$ cat src/rtl/bcd_timer.sv
`default_nettype none
// ============================================================================
//  Module      : bcd_timer
//  Description : BCD stopwatch counter M..M.SS.D driven by a 0.1 s prescaler.
//                Counts up or down with preset load, configurable minute
//                digits, wrap or stop-at-limit behaviour, a done pulse and a
//                lap-capture register. Nibble 0 is tenths, nibble 1 seconds,
//                nibble 2 tens of seconds, nibbles 3.. minutes.
//  Revision    : 1.0 - initial release
// ============================================================================
module bcd_timer #(
   parameter int DVSR       = 10_000_000,  // clk cycles per 0.1 s tick (>= 2)
   parameter int MIN_DIGITS = 1,           // minute digits, 1 or 2
   parameter int WRAP       = 1,           // 1 = wrap at limit, 0 = stop
   localparam int ND        = 3 + MIN_DIGITS,
   localparam int W         = 4 * ND
) (
   input  logic         clk,
   input  logic         rst_n,
   input  logic         go,
   input  logic         clr,
   input  logic         load,
   input  logic [W-1:0] preset,
   input  logic         up,
   input  logic         lap,
   output logic [W-1:0] digits,
   output logic [W-1:0] lap_digits,
   output logic         lap_valid,
   output logic         done,
   output logic         running
);

   // ------------------------------------------------------------------------
   // Constants
   // ------------------------------------------------------------------------
   localparam int             PW           = (DVSR > 2) ? $clog2(DVSR) : 1;
   localparam logic [PW-1:0]  C_PRESC_LAST = PW'(DVSR - 1);
   localparam logic [PW-1:0]  C_PRESC_ONE  = PW'(1);
   localparam logic           C_STOP_MODE  = (WRAP == 0);

   localparam logic [1:0]     C_IDLE       = 2'd0;
   localparam logic [1:0]     C_RUN        = 2'd1;
   localparam logic [1:0]     C_EXPIRED    = 2'd2;

   // ------------------------------------------------------------------------
   // Registers
   // ------------------------------------------------------------------------
   logic [1:0]    r_state;
   logic [PW-1:0] r_presc;
   logic [W-1:0]  r_digits;
   logic [W-1:0]  r_lap_digits;
   logic          r_lap_valid;
   logic          r_done;
   logic          r_running;

   // ------------------------------------------------------------------------
   // Combinational nets
   // ------------------------------------------------------------------------
   logic [1:0]    w_state_nxt;
   logic          w_run_en;        // FSM currently in RUN
   logic          w_running_nxt;   // running flag for the next cycle
   logic          w_tick;          // prescaler at end of its period
   logic          w_tick_eff;      // tick not overridden by clr/load
   logic [ND-1:0] w_up_roll;       // digit sits at its top value
   logic [ND-1:0] w_dn_roll;       // digit sits at zero
   logic [ND-1:0] w_up_step;       // digit advances on an up tick
   logic [ND-1:0] w_dn_step;       // digit retreats on a down tick
   logic [W-1:0]  w_cnt_up;        // count after one up step
   logic [W-1:0]  w_cnt_dn;        // count after one down step
   logic [W-1:0]  w_cnt_nxt;       // count after one step in current direction
   logic [W-1:0]  w_max;           // all-digits-at-limit value
   logic [W-1:0]  w_term;          // terminal value for current direction
   logic [W-1:0]  w_preset_s;      // preset clamped to legal BCD per digit
   logic          w_at_term;       // count already at terminal value
   logic          w_nxt_term;      // next step lands on terminal value
   logic          w_term_evt;      // terminal event on this edge
   logic          w_cnt_step;      // count register takes w_cnt_nxt

   // ------------------------------------------------------------------------
   // Per-digit stepping and preset clamping. Tens of seconds is mod-6, every
   // other digit mod-10. A digit moves only when every lower digit is at its
   // roll value for the current direction, so MAX+1 rolls to MIN and MIN-1
   // rolls to MAX with no extra logic.
   // ------------------------------------------------------------------------
   genvar gi;
   generate
      for (gi = 0; gi < ND; gi++) begin : g_digit
         localparam logic [3:0] C_LIM = (gi == 2) ? 4'd5 : 4'd9;

         logic [3:0] w_cur;
         logic [3:0] w_pre;

         assign w_cur                = r_digits[4*gi +: 4];
         assign w_pre                = preset[4*gi +: 4];
         assign w_max[4*gi +: 4]     = C_LIM;
         assign w_up_roll[gi]        = (w_cur == C_LIM);
         assign w_dn_roll[gi]        = (w_cur == 4'd0);
         assign w_preset_s[4*gi +: 4] = (w_pre > C_LIM) ? C_LIM : w_pre;

         if (gi == 0) begin : g_lsd
            assign w_up_step[gi] = 1'b1;
            assign w_dn_step[gi] = 1'b1;
         end else begin : g_upper
            assign w_up_step[gi] = &w_up_roll[gi-1:0];
            assign w_dn_step[gi] = &w_dn_roll[gi-1:0];
         end

         assign w_cnt_up[4*gi +: 4] = !w_up_step[gi] ? w_cur :
                                      (w_up_roll[gi] ? 4'd0 : w_cur + 4'd1);
         assign w_cnt_dn[4*gi +: 4] = !w_dn_step[gi] ? w_cur :
                                      (w_dn_roll[gi] ? C_LIM : w_cur - 4'd1);
      end
   endgenerate

   // ------------------------------------------------------------------------
   // Direction select, terminal detection and tick qualification. The
   // direction is sampled on the tick edge itself, so a change of `up`
   // between ticks simply picks the other step on the next tick.
   // ------------------------------------------------------------------------
   assign w_cnt_nxt  = up ? w_cnt_up : w_cnt_dn;
   assign w_term     = up ? w_max : '0;
   assign w_at_term  = (r_digits == w_term);
   assign w_nxt_term = (w_cnt_nxt == w_term);

   assign w_tick     = w_run_en && (r_presc == C_PRESC_LAST);
   assign w_tick_eff = w_tick && !clr && !load;

   // Wrap mode: only stepping off the terminal value counts as the event.
   // Stop mode: landing on it, or ticking while already there, counts.
   assign w_term_evt = C_STOP_MODE ? (w_tick_eff && (w_at_term || w_nxt_term))
                                   : (w_tick_eff && w_at_term);

   // In stop mode a tick at the terminal value leaves the count untouched.
   assign w_cnt_step = w_tick_eff && !(C_STOP_MODE && w_at_term);

   // ------------------------------------------------------------------------
   // FSM state register
   // ------------------------------------------------------------------------
   always_ff @(posedge clk or negedge rst_n) begin
      if (!rst_n) begin
         r_state <= C_IDLE;
      end else begin
         r_state <= w_state_nxt;
      end
   end

   // ------------------------------------------------------------------------
   // FSM next-state logic: clr/load force IDLE, EXPIRED waits for them
   // ------------------------------------------------------------------------
   always_comb begin
      w_state_nxt = r_state;
      if (clr || load) begin
         w_state_nxt = C_IDLE;
      end else begin
         case (r_state)
            C_IDLE: begin
               if (go) w_state_nxt = C_RUN;
            end
            C_RUN: begin
               if (C_STOP_MODE && w_term_evt) w_state_nxt = C_EXPIRED;
               else if (!go)                  w_state_nxt = C_IDLE;
            end
            C_EXPIRED: begin
               w_state_nxt = C_EXPIRED;
            end
            default: begin
               w_state_nxt = C_IDLE;
            end
         endcase
      end
   end

   // ------------------------------------------------------------------------
   // FSM output decode feeding the prescaler and the registered outputs
   // ------------------------------------------------------------------------
   always_comb begin
      w_run_en      = (r_state == C_RUN);
      w_running_nxt = (w_state_nxt == C_RUN);
   end

   // ------------------------------------------------------------------------
   // Prescaler: advances only in RUN, so a pause freezes it mid-period
   // ------------------------------------------------------------------------
   always_ff @(posedge clk or negedge rst_n) begin
      if (!rst_n) begin
         r_presc <= '0;
      end else if (clr || load) begin
         r_presc <= '0;
      end else if (w_run_en) begin
         if (w_tick) r_presc <= '0;
         else        r_presc <= r_presc + C_PRESC_ONE;
      end
   end

   // ------------------------------------------------------------------------
   // Count register with clr > load > tick priority
   // ------------------------------------------------------------------------
   always_ff @(posedge clk or negedge rst_n) begin
      if (!rst_n) begin
         r_digits <= '0;
      end else if (clr) begin
         r_digits <= '0;
      end else if (load) begin
         r_digits <= w_preset_s;
      end else if (w_cnt_step) begin
         r_digits <= w_cnt_nxt;
      end
   end

   // ------------------------------------------------------------------------
   // Lap capture of the pre-edge count; clr wins over a coincident lap
   // ------------------------------------------------------------------------
   always_ff @(posedge clk or negedge rst_n) begin
      if (!rst_n) begin
         r_lap_digits <= '0;
         r_lap_valid  <= 1'b0;
      end else if (clr) begin
         r_lap_digits <= '0;
         r_lap_valid  <= 1'b0;
      end else if (lap) begin
         r_lap_digits <= r_digits;
         r_lap_valid  <= 1'b1;
      end
   end

   // ------------------------------------------------------------------------
   // Registered status outputs: one-cycle done pulse and running flag
   // ------------------------------------------------------------------------
   always_ff @(posedge clk or negedge rst_n) begin
      if (!rst_n) begin
         r_done    <= 1'b0;
         r_running <= 1'b0;
      end else begin
         r_done    <= w_term_evt;
         r_running <= w_running_nxt;
      end
   end

   assign digits     = r_digits;
   assign lap_digits = r_lap_digits;
   assign lap_valid  = r_lap_valid;
   assign done       = r_done;
   assign running    = r_running;

endmodule
`default_nettype wire

$ cat config.mk
export PLATFORM = sky130hd
export DESIGN_NAME = bcd_timer
export DESIGN_NICKNAME = d
export VERILOG_FILES = /design/src/rtl/bcd_timer.sv
export SDC_FILE = /design/constraint.sdc
export NUM_CORES = 1
export LEC_CHECK = 0
export ABC_CLOCK_PERIOD_IN_PS = 4800
export CAP_MARGIN = 40
export CORE_MARGIN = 2
export CORE_UTILIZATION = 55
export CTS_CLUSTER_SIZE = 40
export DETAILED_ROUTE_END_ITERATION = 6
export GPL_TIMING_DRIVEN = 0
export HOLD_SLACK_MARGIN = 0.08
export PLACE_DENSITY = 0.84
export SLEW_MARGIN = 5
export SYNTH_ARGS = -nofsm -noshare
export SYNTH_HDL_FRONTEND = slang
export SYNTH_SLANG_ARGS = --single-unit
$ cat constraint.sdc
create_clock -name clk -period 4.8 [get_ports clk]
set_input_delay 0.48 -clock clk [delete_from_list [all_inputs] [get_ports clk]]
set_output_delay 0.48 -clock clk [all_outputs]
set_load 0.05 [all_outputs]
# After elaboration in Yosys (flattened, before gate mapping)
# Cells that the tools add are included.
[word_totals] ff_bits=61 input_bits=23 out_inout_bits=35
[op_classes] add_sub_neg=9 n_lt_le_gt_ge=4 eq_ne=12 n_mux=34 n_reduce_logical=25
[ops] cell="16-bit two-way mux" n=7
[ops] cell="24-bit two-way mux" n=3
[ops] cell="4-bit two-way mux" n=18
[ops] cell="24-bit by 1-bit adder with 24-bit output, second input constant" n=1
[ops] cell="24-bit == test, second input constant" n=1
[ops] cell="4-bit by 1-bit adder with 4-bit output, second input constant" n=4
[ops] cell="16-bit == test" n=1
[ops] cell="4-bit zero test" n=4
[ops] cell="4-bit by 1-bit subtractor with 4-bit output, second input constant" n=4
[ops] cell="3-bit AND reduction" n=5
[ops] cell="4-bit == test, second input constant" n=3
[ops] cell="4-bit greater-than comparator, second input constant" n=3
[ops] cell="4-bit by 3-bit != test with 1-bit output, second input constant" n=3
[ops] cell="4-bit nonzero test" n=3
[ops] cell="2-bit two-way mux" n=3
[ops] cell="2-bit one-hot mux with 3 select lines" n=1
[ops] cell="2-bit by 1-bit == test with 1-bit output, second input constant" n=2
[ops] cell="4-bit by 3-bit == test with 1-bit output, second input constant" n=1
[ops] cell="4-bit by 3-bit greater-than comparator with 1-bit output, second input constant" n=1
[ops] cell="1-bit logical AND" n=4
[ops] cell="2-bit AND reduction" n=2
[ops] cell="2-bit nonzero test" n=2
[ops] cell="3-bit nonzero test" n=1
[ops] cell="2-bit == test, second input constant" n=1
[ops] cell="other kinds (4)" n=6

# Depth between registers and ports, before layout
[depth] word_depth=7 mapped_depth=8 mapped_depth_nobuf=7

# Worst setup path before layout
# No wires, ideal clock.
[synth_timing] kind="reg-to-reg" from="register r_digits[0], in the netlist digits[0]" to="register r_digits[10], in the netlist digits[10]" setup_time_ps=94 arrival_time_ps=2638 required_ps=4706 setup_slack_ps=2068 stages_incl_launch_ff=8 synth_period_minus_slack_ps=2732 cell_sequence="dfrtp_1 inv_1 ha_1 or2b_2 o31a_2 a2111oi_4 mux2_2 a211oi_1"
[synth_between] elab_chain_cells=4 word_cells_on_any_way=7
[synth_rtl] element="start, declared" line="50" rtl="logic [W-1:0] r_digits;"
[synth_rtl] element="start signal, assigned" line="204" rtl="r_digits <= w_preset_s;"
[synth_rtl] element="start signal, assigned" line="206" rtl="r_digits <= w_cnt_nxt;"
[synth_rtl] element="4-bit == test / 4-bit zero test (equally long branches)" line="96, 97"
[synth_rtl] element="2-bit AND reduction, on equally long branches" line="104, 105"
[synth_rtl] element="4-bit by 3-bit != test with 1-bit output (no line) / 4-bit nonzero test (equally long branches)"
[synth_rtl] element="3-bit AND reduction (no line) *"
# Mark *: on every way between the ends. The rest lies on a longest branch, timed or not.
# A chain may end at the register's enable or synchronous reset.

# Worst setup path after layout
[layout_timing] from="input up" to="register r_digits[2], in the netlist digits[2]"
[layout_between] elab_chain_cells=4
[layout_rtl] element="start, declared" line="24" rtl="input logic up,"
[layout_rtl] element="16-bit two-way mux" line="120" rtl="assign w_cnt_nxt = up ? w_cnt_up : w_cnt_dn;"
[layout_rtl] element="16-bit two-way mux" line="205" rtl="end else if (w_cnt_step) begin"
[layout_rtl] element="16-bit two-way mux" line="203" rtl="end else if (load) begin"
[layout_rtl] element="16-bit two-way mux" line="201" rtl="end else if (clr) begin"
# Every way passes these cells. The select of a mux whose other input is x is not followed.

==> metrics.cfg <==
[grt]
grt_pass1_vias = 3586
gr-total-overflow = 0
grt_pass1_wl_um = 16800
grt_usage = 0.275
antenna_found_initial = 0
grt_max_degree = 35

[timing]
fin_setup_tns_ns = 0
whs_ns = 0.167
worst_slack_ns = 1.95
finClkSkew_ns = 0.00885
worst_pin_slew_ns = 0.786
finalHoldViolations = 0
period_share = 0.593
rsz0062_at_grt = false
setup_viol = 0
relSlewSlack = 0.474
max_freq_mhz = 351
fin_crit_ns = 2.85
slew_viol_final = 0

[clock_tree]
root_buffer = clkbuf_8
post_cts_resized = 0
cts_setup_buffers = 0
cts_hold_buffers = 0
numCtsBuffers = 9
clkTransAtPathRegs_ns = 0.07
cts_tree = yes
clk_path_buf_depth = 2
cts_sinks = 61
htreeDepth = 3
clk_latency_ns = 0.34

[setup_path]
crit_path_frequent_cell = clkbuf_1
start_kind = input pin
cp_slowest_stage_delay_ns = 0.57
cp_max_fo = 10
worst_path_max_delay_cell = clkdlybuf4s50_1
cp-end-kind = register
cp.arrival_ns = 3.08
critical_path_class = in -> reg
path_cells = clkdlybuf4s50_1 > clkbuf_1 > clkbuf_1 > clkbuf_1 > a21oi_1 > o31ai_1 > o31ai_1 > a32o_1
cp.required_ns = 5.03

[layout]
n_antenna_cell = 0
area_delta_synth_final_pct = 22.8
final_common_cell = dfrtp_1
drive_gt1_frac = 0.0982
mostFrequentLayoutCells = dfrtp_1 (61), nor2_1 (57), clkdlybuf4s50_1 (54)
nets = 540

[drt]
wirelength_um = 10000
wl_met2_um = 4830
post-route-drc-count = 0
drt-pass1-iter-count = 7
met1_length_um = 4300
wl_met3_um = 636
ant_nets = 0
drt_iter0_markers = 276
wl_per_cell_um = 16.6
vias = 3698
top_layer = met4
via_per_inst = 6.11

[place]
port-buffer-count = 55
dp_slack_ns = 1.68
hpwlAfterDp_um = 7300
gp_congestion = 0.895

[floorplan]
die_area_um2 = 7870
ioPinCount = 58
die_w_um = 88.7
rows = 30
die_h_um = 88.7
core_area_um2 = 6870
start_util = 0.575

[power]
p_int_mw = 0.921
p_leak_nw = 1.92
clkPwrFrac = 0.365
ir_worst_vdd_uv = 203
p_per_area_nw_per_um2 = 273
pwr-share-comb = 0.216
power_switching_share = 0.303
power_frac_seq = 0.419
power.switching_mw = 0.401

[hold_path]
hold_path_class = in -> async

[synth]
yosysUniqueCellTypes = 70
syn_inst = 436
synth-seq-cells = 61
synth_enable_flop_cells = 0
synth_fp_nets = 472
ys_seq_area_frac = 0.387
synth_area_um2 = 3950
syn-mean-instance-area_um2 = 9.05
yosys_warnings = 0
synth_ff_type = dfrtp_1
ys_async_sr_fraction = 1.00

[status]
status = finished, final reports clean

[job]
cap_violations = 0

## through the flow
step | cells | power, mW | area [µm²] | utilization
after CTS | 605 | 1.33 | 4850 | 0.706
after floorplan | 436 | 0.744 | 3950 | -
after global routing | 605 | 1.37 | 4850 | 0.706
after global placement | 587 | 0.836 | 4620 | 0.672
final | 605 | 1.32 | 4850 | 0.706
after detailed placement | 589 | 0.846 | 4640 | 0.675
## cell type report
| class | count | area (µm²) |
|---|---|---|
| multi-input cells | 329 | 2190 |
| clock buffers | 13 | 169 |
| plain buffers | 25 | 149 |
| flip-flops and latches | 61 | 1530 |
| well taps | 96 | 120 |
| inverters | 21 | 78.8 |
| repair buffers | 57 | 569 |
| clock inverters | 3 | 42.5 |
| fillers | 531 | 2020 |
## power by group through the flow
stage	Sequential (mW)	Clock, mW	Combinational [mW]
4_1_cts	0.553	0.488	0.285
3_5_place_dp	0.563	0	0.283
2_1_floorplan	0.615	0	0.129
6_report	0.554	0.483	0.286
5_1_grt	0.556	0.509	0.309
3_3_place_gp	0.562	0	0.274
## cell families (layout without fill, tap and decap cells)
logic type / Yosys count / after routing / share of synthesized area
XOR/XNOR: 20 / 20 / 0.0444
multiplexers: 25 / 25 / 0.0656
adder cells (fa/ha/maj): 13 / 13 / 0.0412
AO/OA/AOI/OAI: 87 / 87 / 0.157
buffers and inverters: 46 / 119 / 0.0577
flip-flops: 61 / 61 / 0.387
AND/OR/NAND/NOR: 184 / 184 / 0.247
## worst paths after layout
check / from / endpoint / slack (ns) / cells after the start
max: up / digits[2] / 1.95 / 8
min: rst_n / r_state[1] / 0.17 / 1
max reg2reg: digits[0] / digits[10] / 1.96 / 7
min reg2reg: r_state[0] / r_state[1] / 0.48 / 1
max in group asynchronous: rst_n / r_presc[21] / 4.04 / 2
min in group clk: r_state[0] / r_state[1] / 0.48 / 1
## registers in the layout (all words and copies together), names as in the netlist
signal,flops
digits,16
done,1
lap_digits,16
lap_valid,1
r_presc,24
r_state,2
running,1
## layer usage
metal  global-route usage  vias up
met5                    0        -
met4                0.118        0
met3               0.0513       41
met2                0.452      175
met1                0.355     1768
li1                     -     1714
## worst max-delay path, delay by kind of cell
family / cells / cell delay, ns
AO/OA/AOI/OAI: 4 / 0.67
buffers and inverters: 4 / 1.94
## synth_stat cells, types with 3 or more instances
library cell,instances,share of area
xor2_1,7,0.016
or4_1,3,0.0057
nor4b_1,5,0.011
a32oi_1,3,0.0067
clkbuf_8,3,0.010
nand2_1,30,0.029
a31oi_1,7,0.011
o21ai_0,15,0.019
ha_1,13,0.041
inv_1,21,0.020
nor2_1,57,0.054
nor3b_1,7,0.013
a21oi_1,19,0.024
nor4_1,5,0.0079
nand4_1,9,0.014
or3_1,4,0.0063
mux2_2,7,0.020
nor3_1,8,0.010
nand4b_1,4,0.0089
and3_1,3,0.0048
xnor2_1,13,0.029
a311oi_1,3,0.0067
o31a_2,3,0.0076
o31ai_1,6,0.011
a211oi_1,7,0.013
mux2i_1,18,0.046
buf_2,3,0.0038
dfrtp_1,61,0.39
clkbuf_1,16,0.015
o21a_1,3,0.0057
nand2b_1,7,0.011
nand3b_1,4,0.0076
nor2b_1,4,0.0063
nand3_1,19,0.024
No activity file was read; power rests on OpenSTA's default activity.
